[config.mk]
export PLATFORM = sky130hd
export DESIGN_NAME = rom_region_packer
export DESIGN_NICKNAME = d
export VERILOG_FILES = /design/src/rtl/rom_region_packer.sv
export SDC_FILE = /design/constraint.sdc
export NUM_CORES = 1
export LEC_CHECK = 0
export CORE_MARGIN = 1
export CORE_UTILIZATION = 60
export DETAILED_ROUTE_END_ITERATION = 16
export DONT_BUFFER_PORTS = 1
export GPL_TIMING_DRIVEN = 0
export PLACE_DENSITY = 0.76
export SKIP_CTS_REPAIR_TIMING = 1
export SYNTH_ARGS = -nofsm -noshare
export SYNTH_HDL_FRONTEND = slang
export SYNTH_SLANG_ARGS = --single-unit
[constraint.sdc]
create_clock -name clk_sys -period 4.3 [get_ports clk_sys]
set_input_delay 0.43 -clock clk_sys [delete_from_list [all_inputs] [get_ports clk_sys]]
set_output_delay 0.43 -clock clk_sys [all_outputs]
set_load 0.01 [all_outputs]
[src/rtl/rom_region_packer.sv]
// Packs one ioctl download window into BYTES-wide dpram words, MSB first,
// and reports busy/done/error for the region so the core can be held off.
module rom_region_packer #(
    parameter logic [24:0] BASE      = 25'h000000,
    parameter int          SIZE_LOG2 = 15,
    parameter int          BYTES     = 2,
    parameter logic [7:0]  INDEX     = 8'd0,
    parameter int          AW        = SIZE_LOG2 - $clog2(BYTES)
) (
    input  logic              clk_sys,
    input  logic              rst_n,
    input  logic              ioctl_download,
    input  logic              ioctl_wr,
    input  logic [7:0]        ioctl_index,
    input  logic [24:0]       ioctl_addr,
    input  logic [7:0]        ioctl_dout,
    output logic              o_wr,
    output logic [AW-1:0]     o_addr,
    output logic [8*BYTES-1:0] o_data,
    output logic              o_busy,
    output logic              o_done,
    output logic              o_err
);

    localparam int DW = 8 * BYTES;
    localparam int LW = (BYTES > 1) ? $clog2(BYTES) : 1;
    localparam logic [25:0] LIMIT = {1'b0, BASE} + (26'd1 << SIZE_LOG2);
    localparam logic [24:0] LAST = 25'((26'd1 << SIZE_LOG2) - 26'd1);
    localparam logic [LW-1:0] LANE_MAX = LW'(BYTES - 1);

    typedef enum logic [1:0] {IDLE, LOAD, DONE} state_t;

    state_t state, state_nx, st_base;

    logic          dl_q;
    logic [DW-1:0] acc;
    logic [LW-1:0] exp_lane;
    logic [AW-1:0] cur_word;
    logic          err;

    logic [24:0]   offset;
    logic          in_win, idx_ok, hit, dl_rise;
    logic [LW-1:0] lane, exp_base;
    logic [AW-1:0] word;
    logic [DW-1:0] acc_base, acc_sh;
    logic          in_seq, accept, seq_err, word_end, load_abort;

    assign offset  = ioctl_addr - BASE;
    assign in_win  = ({1'b0, ioctl_addr} >= {1'b0, BASE}) &&
                     ({1'b0, ioctl_addr} < LIMIT);
    assign idx_ok  = (ioctl_index == INDEX);
    assign hit     = ioctl_wr & ioctl_download & idx_ok & in_win;
    assign dl_rise = ioctl_download & ~dl_q & idx_ok;
    assign lane    = (BYTES == 1) ? '0 : offset[LW-1:0];
    assign word    = AW'(offset >> $clog2(BYTES));

    // A new download clears everything first; the same-cycle byte then sees a clean slate.
    assign acc_base = dl_rise ? '0 : acc;
    assign exp_base = dl_rise ? '0 : exp_lane;
    assign st_base  = dl_rise ? LOAD : state;

    // Mid-word bytes must also belong to the word that was started.
    assign in_seq   = (lane == exp_base) &&
                      ((exp_base == '0) || (word == cur_word));
    assign accept   = hit && (in_seq || (lane == '0));
    assign seq_err  = hit && !in_seq;
    assign acc_sh   = ((in_seq ? acc_base : '0) << 8) | DW'(ioctl_dout);
    assign word_end = accept && (lane == LANE_MAX);
    assign load_abort = (st_base == LOAD) && !ioctl_download;

    always_ff @(posedge clk_sys or negedge rst_n) begin
        if (!rst_n) begin
            state <= IDLE;
        end else begin
            state <= state_nx;
        end
    end

    always_comb begin
        state_nx = st_base;
        unique case (st_base)
            IDLE: if (hit) state_nx = LOAD;
            LOAD: begin
                if (hit && (offset == LAST)) state_nx = DONE;
                else if (!ioctl_download)    state_nx = IDLE;
            end
            DONE: state_nx = DONE;
            default: state_nx = IDLE;
        endcase
    end

    always_comb begin
        o_busy = (state == LOAD);
        o_done = (state == DONE);
        o_err  = err;
    end

    always_ff @(posedge clk_sys or negedge rst_n) begin
        if (!rst_n) begin
            dl_q     <= 1'b0;
            acc      <= '0;
            exp_lane <= '0;
            cur_word <= '0;
            err      <= 1'b0;
            o_wr     <= 1'b0;
            o_addr   <= '0;
            o_data   <= '0;
        end else begin
            dl_q <= ioctl_download;
            err  <= (dl_rise ? 1'b0 : err) | seq_err | load_abort;
            o_wr <= word_end;
            if (accept) begin
                acc      <= acc_sh;
                exp_lane <= word_end ? '0 : lane + 1'b1;
                if (lane == '0) cur_word <= word;
            end else if (seq_err) begin
                acc      <= '0;
                exp_lane <= '0;
            end else begin
                acc      <= acc_base;
                exp_lane <= exp_base;
            end
            if (word_end) begin
                o_addr <= word;
                o_data <= acc_sh;
            end
        end
    end

endmodule

==> results.json, run 1 <==
{
  "yosys.area.top_type": "dfrtp_1",
  "cts_tree": "built",
  "cts.sinks": 58,
  "seq_area_frac_synth": 0.536,
  "synthArstFlopShare": 1.00,
  "avgSynthCellArea_um2": 14.1,
  "skew_ns": 0.00613,
  "numPortBuffers": 0,
  "crit_path_start": "cur_word[13]$_DFFE_PN0P_",
  "dpl.cell_count": 244,
  "die_w_um": 69.2,
  "setup_violations": 0,
  "grt_pass1_vias": 1832,
  "yosysTopAreaCellShare": 0.536,
  "synth-seq-cells": 58,
  "period_needed_ns": 2.16,
  "peakVddDrop_mv": 0.317,
  "crit_type": "reg -> reg",
  "detail_route.iter0.violations": 74,
  "finalNetCount": 250,
  "hp-class": "in -> reg",
  "avgRoutedWirePerCell_um": 19.8,
  "synthTopCellsByArea": "dfrtp_1, mux2_4, mux2_1",
  "grt_usage": 0.239,
  "cp_data_arrival_time_ns": 2.38,
  "coreArea_um2": 4350,
  "maxCapViolCount": 0,
  "start_util": 0.622,
  "grt.overflow.total": 0,
  "rsz0062_at_grt": "false",
  "hpwl_um": 3600,
  "htree_num_levels": 3,
  "vias": 1617,
  "post-place-ws_ns": 1.96,
  "viasPerCell": 6.17,
  "status": "finished, final reports clean",
  "synth-warning-count": 0,
  "slew_headroom": 0.596,
  "netlist_instances": 192,
  "mappedNetlistNets": 237,
  "slew_viol_final": 0,
  "setup_slack_ns": 2.14,
  "drive_above_1_share": 0.267,
  "clk_path_buf_depth": 2,
  "gp_congestion": 0.765,
  "insertion_delay_ns": 0.33,
  "clk_pin_slew_worst_paths_ns": 0.06,
  "finalSetupTns_ns": 0,
  "synth_ff_type": "dfrtp_1",
  "layout.cells.non_filler": 262,
  "grt_max_degree": 59,
  "synth_edf_count": 0,
  "clockRootBuffer": "clkbuf_8",
  "worst_pin_slew_ns": 0.601,
  "antenna_found_initial": 0,
  "ant_nets": 0,
  "synthTopCellsByCount": "dfrtp_1, mux2_4, mux2_1",
  "area_growth_pct": 11.9,
  "synth_most_common_cell": "dfrtp_1",
  "std_cell_rows": 24,
  "regToRegStartpoint": "cur_word[13]$_DFFE_PN0P_",
  "wirelength_um": 5190,
  "endpoint_kind": "register",
  "cp.required_ns": 4.51,
  "synth.distinct_cells": 34,
  "die_area_um2": 4780,
  "fmax_mhz": 462,
  "min-delay-start": "ioctl_download",
  "drc": 0,
  "synth_area_um2": 2710,
  "diodes": 0,
  "numCtsBuffers": 9,
  "fin_crit_sh": 0.503,
  "hold_viol_final": 0,
  "power_leakage_nw": 1.52,
  "die_h_um": 69.2,
  "worst-path-max-fanout": 10,
  "dr.pass1.iters": 4,
  "ios": 79,
  "power.density_nw_per_um2": 372,
  "startpoint_type": "register",
  "grt_pass1_wl_um": 8670
}
==> critical path, stage by stage (launching register included) <==
cell and delay (ns):
dfrtp_1 0.39, xnor2_1 0.17, nand4_1 0.11, nor4_1 0.47, nand4b_1 0.33, buf_6 0.26
mux2_4 0.31
==> path summary, 6_finish.rpt <==
path,end,slack (ns),cells past startpoint
setup / recovery,o_addr[9]$_DFFE_PN0P_,2.14,6
hold / removal,dl_q$_DFF_PN0_,0.12,0
setup reg to reg,o_addr[9]$_DFFE_PN0P_,2.14,6
hold reg to reg,cur_word[8]$_DFFE_PN0P_,0.51,1
max in group asynchronous,o_addr[0]$_DFFE_PN0P_,3.44,2
min in group asynchronous,acc[0]$_DFF_PN0_,0.61,2
==> power by group <==
group	internal, mW	leakage [nW]	switching (mW)
Sequential	0.547	0.805	0.00116
Combinational	0.0118	0.607	0.0154
Clock	0.340	0.109	0.210
Total	0.899	1.52	0.227
==> cells by family (layout without fill, tap and decap cells) <==
logic type      count (synthesis)  count (layout)  share of synthesized area
xor+xnor                       14              14                     0.0453
simple gates                   53              53                      0.118
flops                          58              58                      0.536
mux                            52              52                      0.254
buf+inv                         8              26                     0.0240
compound gates                  7               7                     0.0217
==> sequential cells by signal (all words and copies together), names as in the netlist <==
signal,flops
acc,8
cur_word,14
dl_q,1
exp_lane,1
o_addr,14
o_data,16
o_err,1
o_wr,1
state,2
==> through the flow <==
step            util  hold WS (ns)  instance area, um2  power (mW)
6_report       0.695         0.121                3030        1.13
4_1_cts        0.687        -0.226                2990        1.12
2_1_floorplan      -         0.134                2710       0.570
3_5_place_dp   0.636         0.136                2770       0.572
3_3_place_gp   0.636         0.136                2770       0.572
5_1_grt        0.695         0.106                3030        1.16
==> cells in the final DEF (no fill, tap or decap), drive strengths merged, types with 2 or more instances in the layout <==
cell / count
nor2b: 2
o21ai: 2
buf: 7
and2: 8
nand2: 5
nand2b: 2
nor2: 13
nand4b: 2
nand3: 3
mux2i: 8
nor4: 7
bufinv: 2
nand4: 6
mux2: 44
dfrtp: 58
xnor2: 11
clkbuf: 12
xor2: 3
clkinv: 2
==> final cells by class <==
class / count / area [um2]
sequential: 58 / 1450
fill: 313 / 1330
multi-input combinational: 126 / 1190
clock buffer: 11 / 141
clock inverter: 5 / 77.6
tap: 52 / 65.1
buffer: 7 / 61.3
timing repair buffer: 2 / 37.5
inverter: 1 / 3.75
==> routing by layer <==
| layer | global-route usage | wire [um] | up-vias |
|---|---|---|---|
| met2 | 0.396 | 2710 | 63 |
| met5 | 0 | 0 | - |
| met1 | 0.266 | 2050 | 834 |
| li1 | - | - | 709 |
| met3 | 0.0746 | 301 | 11 |
| met4 | 0.150 | 119 | 0 |
(Power assumes the default switching activity.)
==> run 2, diff against run 1 <==
Clock period 4.3 ns to 2.2 ns, I/O delays scaled along.
==> run 2 against run 1 <==
Effect of this change:
- critical path depth stayed put
- sequential power is 95% higher
- highest routed layer unchanged
- largest power group is now registers
- largest cell class unchanged
- final cell count is 0.76% higher
==> results.json, run 2 (synthesis gave the netlist of run 1 again) <==
{
  "r2r-end": "o_addr[9]$_DFFE_PN0P_",
  "final_common_cell": "dfrtp_1",
  "ff_latch_area_um2": 1450,
  "layout.cells.non_filler": 264,
  "cts_tree": "built",
  "ant_nets": 0,
  "vias": 1627,
  "grt_pass1_wl_um": 8670,
  "clockRootBuffer": "clkbuf_8",
  "peakVddDrop_mv": 0.619,
  "drive_above_1_share": 0.269,
  "fmax_mhz": 514,
  "multi_input_area_um2": 1200,
  "finalSetupTns_ns": 0,
  "area_growth_pct": 12.9,
  "layout_common_cells": "dfrtp_1, mux2_4, mux2_1",
  "crit_path_start": "cur_word[13]$_DFFE_PN0P_",
  "insertion_delay_ns": 0.33,
  "hp-class": "in -> reg",
  "largest_reg_flops": 16,
  "coreArea_um2": 4350,
  "setup_violations": 0,
  "detail_route.iter0.violations": 91,
  "std_cell_rows": 24,
  "clk_path_buf_depth": 2,
  "fin_crit_sh": 0.885,
  "reg2regPathDepth": 6,
  "grt_max_degree": 59,
  "clk_pin_slew_worst_paths_ns": 0.06,
  "period_needed_ns": 1.95,
  "cp_top_family": "simple AND/OR/NAND/NOR gates",
  "crit_type": "reg -> reg",
  "crit_end": "o_addr[9]$_DFFE_PN0P_",
  "cp.required_ns": 2.41,
  "worst-path-buf-inv": 1,
  "skew_ns": 0.00479,
  "regMostFlops": "o_data",
  "slew_viol_final": 0,
  "dr.pass1.iters": 4,
  "dpl.cell_count": 244,
  "htree_num_levels": 3,
  "ios": 79,
  "startpoint_type": "register",
  "regToRegStartpoint": "cur_word[13]$_DFFE_PN0P_",
  "total_power_mw": 2.20,
  "grt_pass1_vias": 1832,
  "cts.sinks": 58,
  "maxCapViolCount": 0,
  "antenna_found_initial": 0,
  "reg.largest.list": "o_data: 16 flops, cur_word: 14 flops, o_addr: 14 flops",
  "status": "finished, final reports clean",
  "start_util": 0.622,
  "die_h_um": 69.2,
  "slew_headroom": 0.672,
  "slowest_stage": "dfrtp_1",
  "path_cells": "xnor2_1, nand4_1, nor4_2, nand4b_1, buf_6, mux2_4",
  "avgRoutedWirePerCell_um": 20.0,
  "drc": 0,
  "numCtsBuffers": 9,
  "worst-path-max-fanout": 10,
  "grt.overflow.total": 0,
  "finalNetCount": 252,
  "grt_usage": 0.239,
  "viasPerCell": 6.16,
  "power.density_nw_per_um2": 720,
  "power_leakage_nw": 1.53,
  "finish.utilization": 0.701,
  "rsz0062_at_grt": "false",
  "numPortBuffers": 0,
  "hpwl_um": 3600,
  "gp_congestion": 0.765,
  "hold_viol_final": 0,
  "hold_ws_ns": 0.00809,
  "die_area_um2": 4780,
  "diodes": 0,
  "critPathMaxStageDelay_ns": 0.39,
  "cp_data_arrival_time_ns": 2.16,
  "nFillCells": 308,
  "worst-path-stages": 6,
  "worst_pin_slew_ns": 0.492,
  "ff2ff_setup_slack_ns": 0.25,
  "endpoint_kind": "register",
  "wirelength_um": 5270,
  "die_w_um": 69.2
}
## run 2: worst min-delay path by stage
stage,start,endpoint,slack (ns),depth (start not counted)
after CTS,rst_n,acc[4]$_DFF_PN0_,-0.44,0
after detailed placement,rst_n,acc[0]$_DFF_PN0_,-0.07,0
final,ioctl_download,state[0]$_DFF_PN0_,0.008,2
after floorplan,rst_n,acc[0]$_DFF_PN0_,-0.08,0
after global routing,ioctl_addr[13],cur_word[12]$_DFFE_PN0P_,0.008,1
after global placement,rst_n,o_data[8]$_DFFE_PN0P_,-0.07,0
## run 2: final cells by class
type	count	share of cell area
tap	52	0.0213
multi-input combinational	126	0.392
buffer	7	0.0201
clock buffer	11	0.0463
sequential	58	0.475
clock inverter	5	0.0254
timing repair buffer	4	0.0188
inverter	1	0.00123
## run 2: metrics by stage
stage | instance area [um2] | setup slack [ns]
3_5_place_dp | 2770 | 0.0625
2_1_floorplan | 2710 | 0.321
5_1_grt | 3050 | 0.120
4_1_cts | 2990 | 0.0385
6_report | 3050 | 0.253
3_3_place_gp | 2770 | 0.0870
## run 2: worst reg2reg max path, delay by kind of cell, from the launching register on
family / cells / cell delay, ns
flip-flops: 1 / 0.39
XOR/XNOR: 1 / 0.17
multiplexers: 1 / 0.31
buffers and inverters: 1 / 0.25
AND/OR/NAND/NOR: 3 / 0.71
## run 2: power by group
part	switching, mW	internal [mW]
combinational	0.0318	0.0255
clock	0.405	0.664
sequential	0.00226	1.07
total	0.439	1.76
## run 2: metal layers
metal / global-route usage / wire, um
met4: 0.150 / 164
met1: 0.266 / 2080
met5: 0 / 0
met3: 0.0746 / 293
met2: 0.396 / 2730
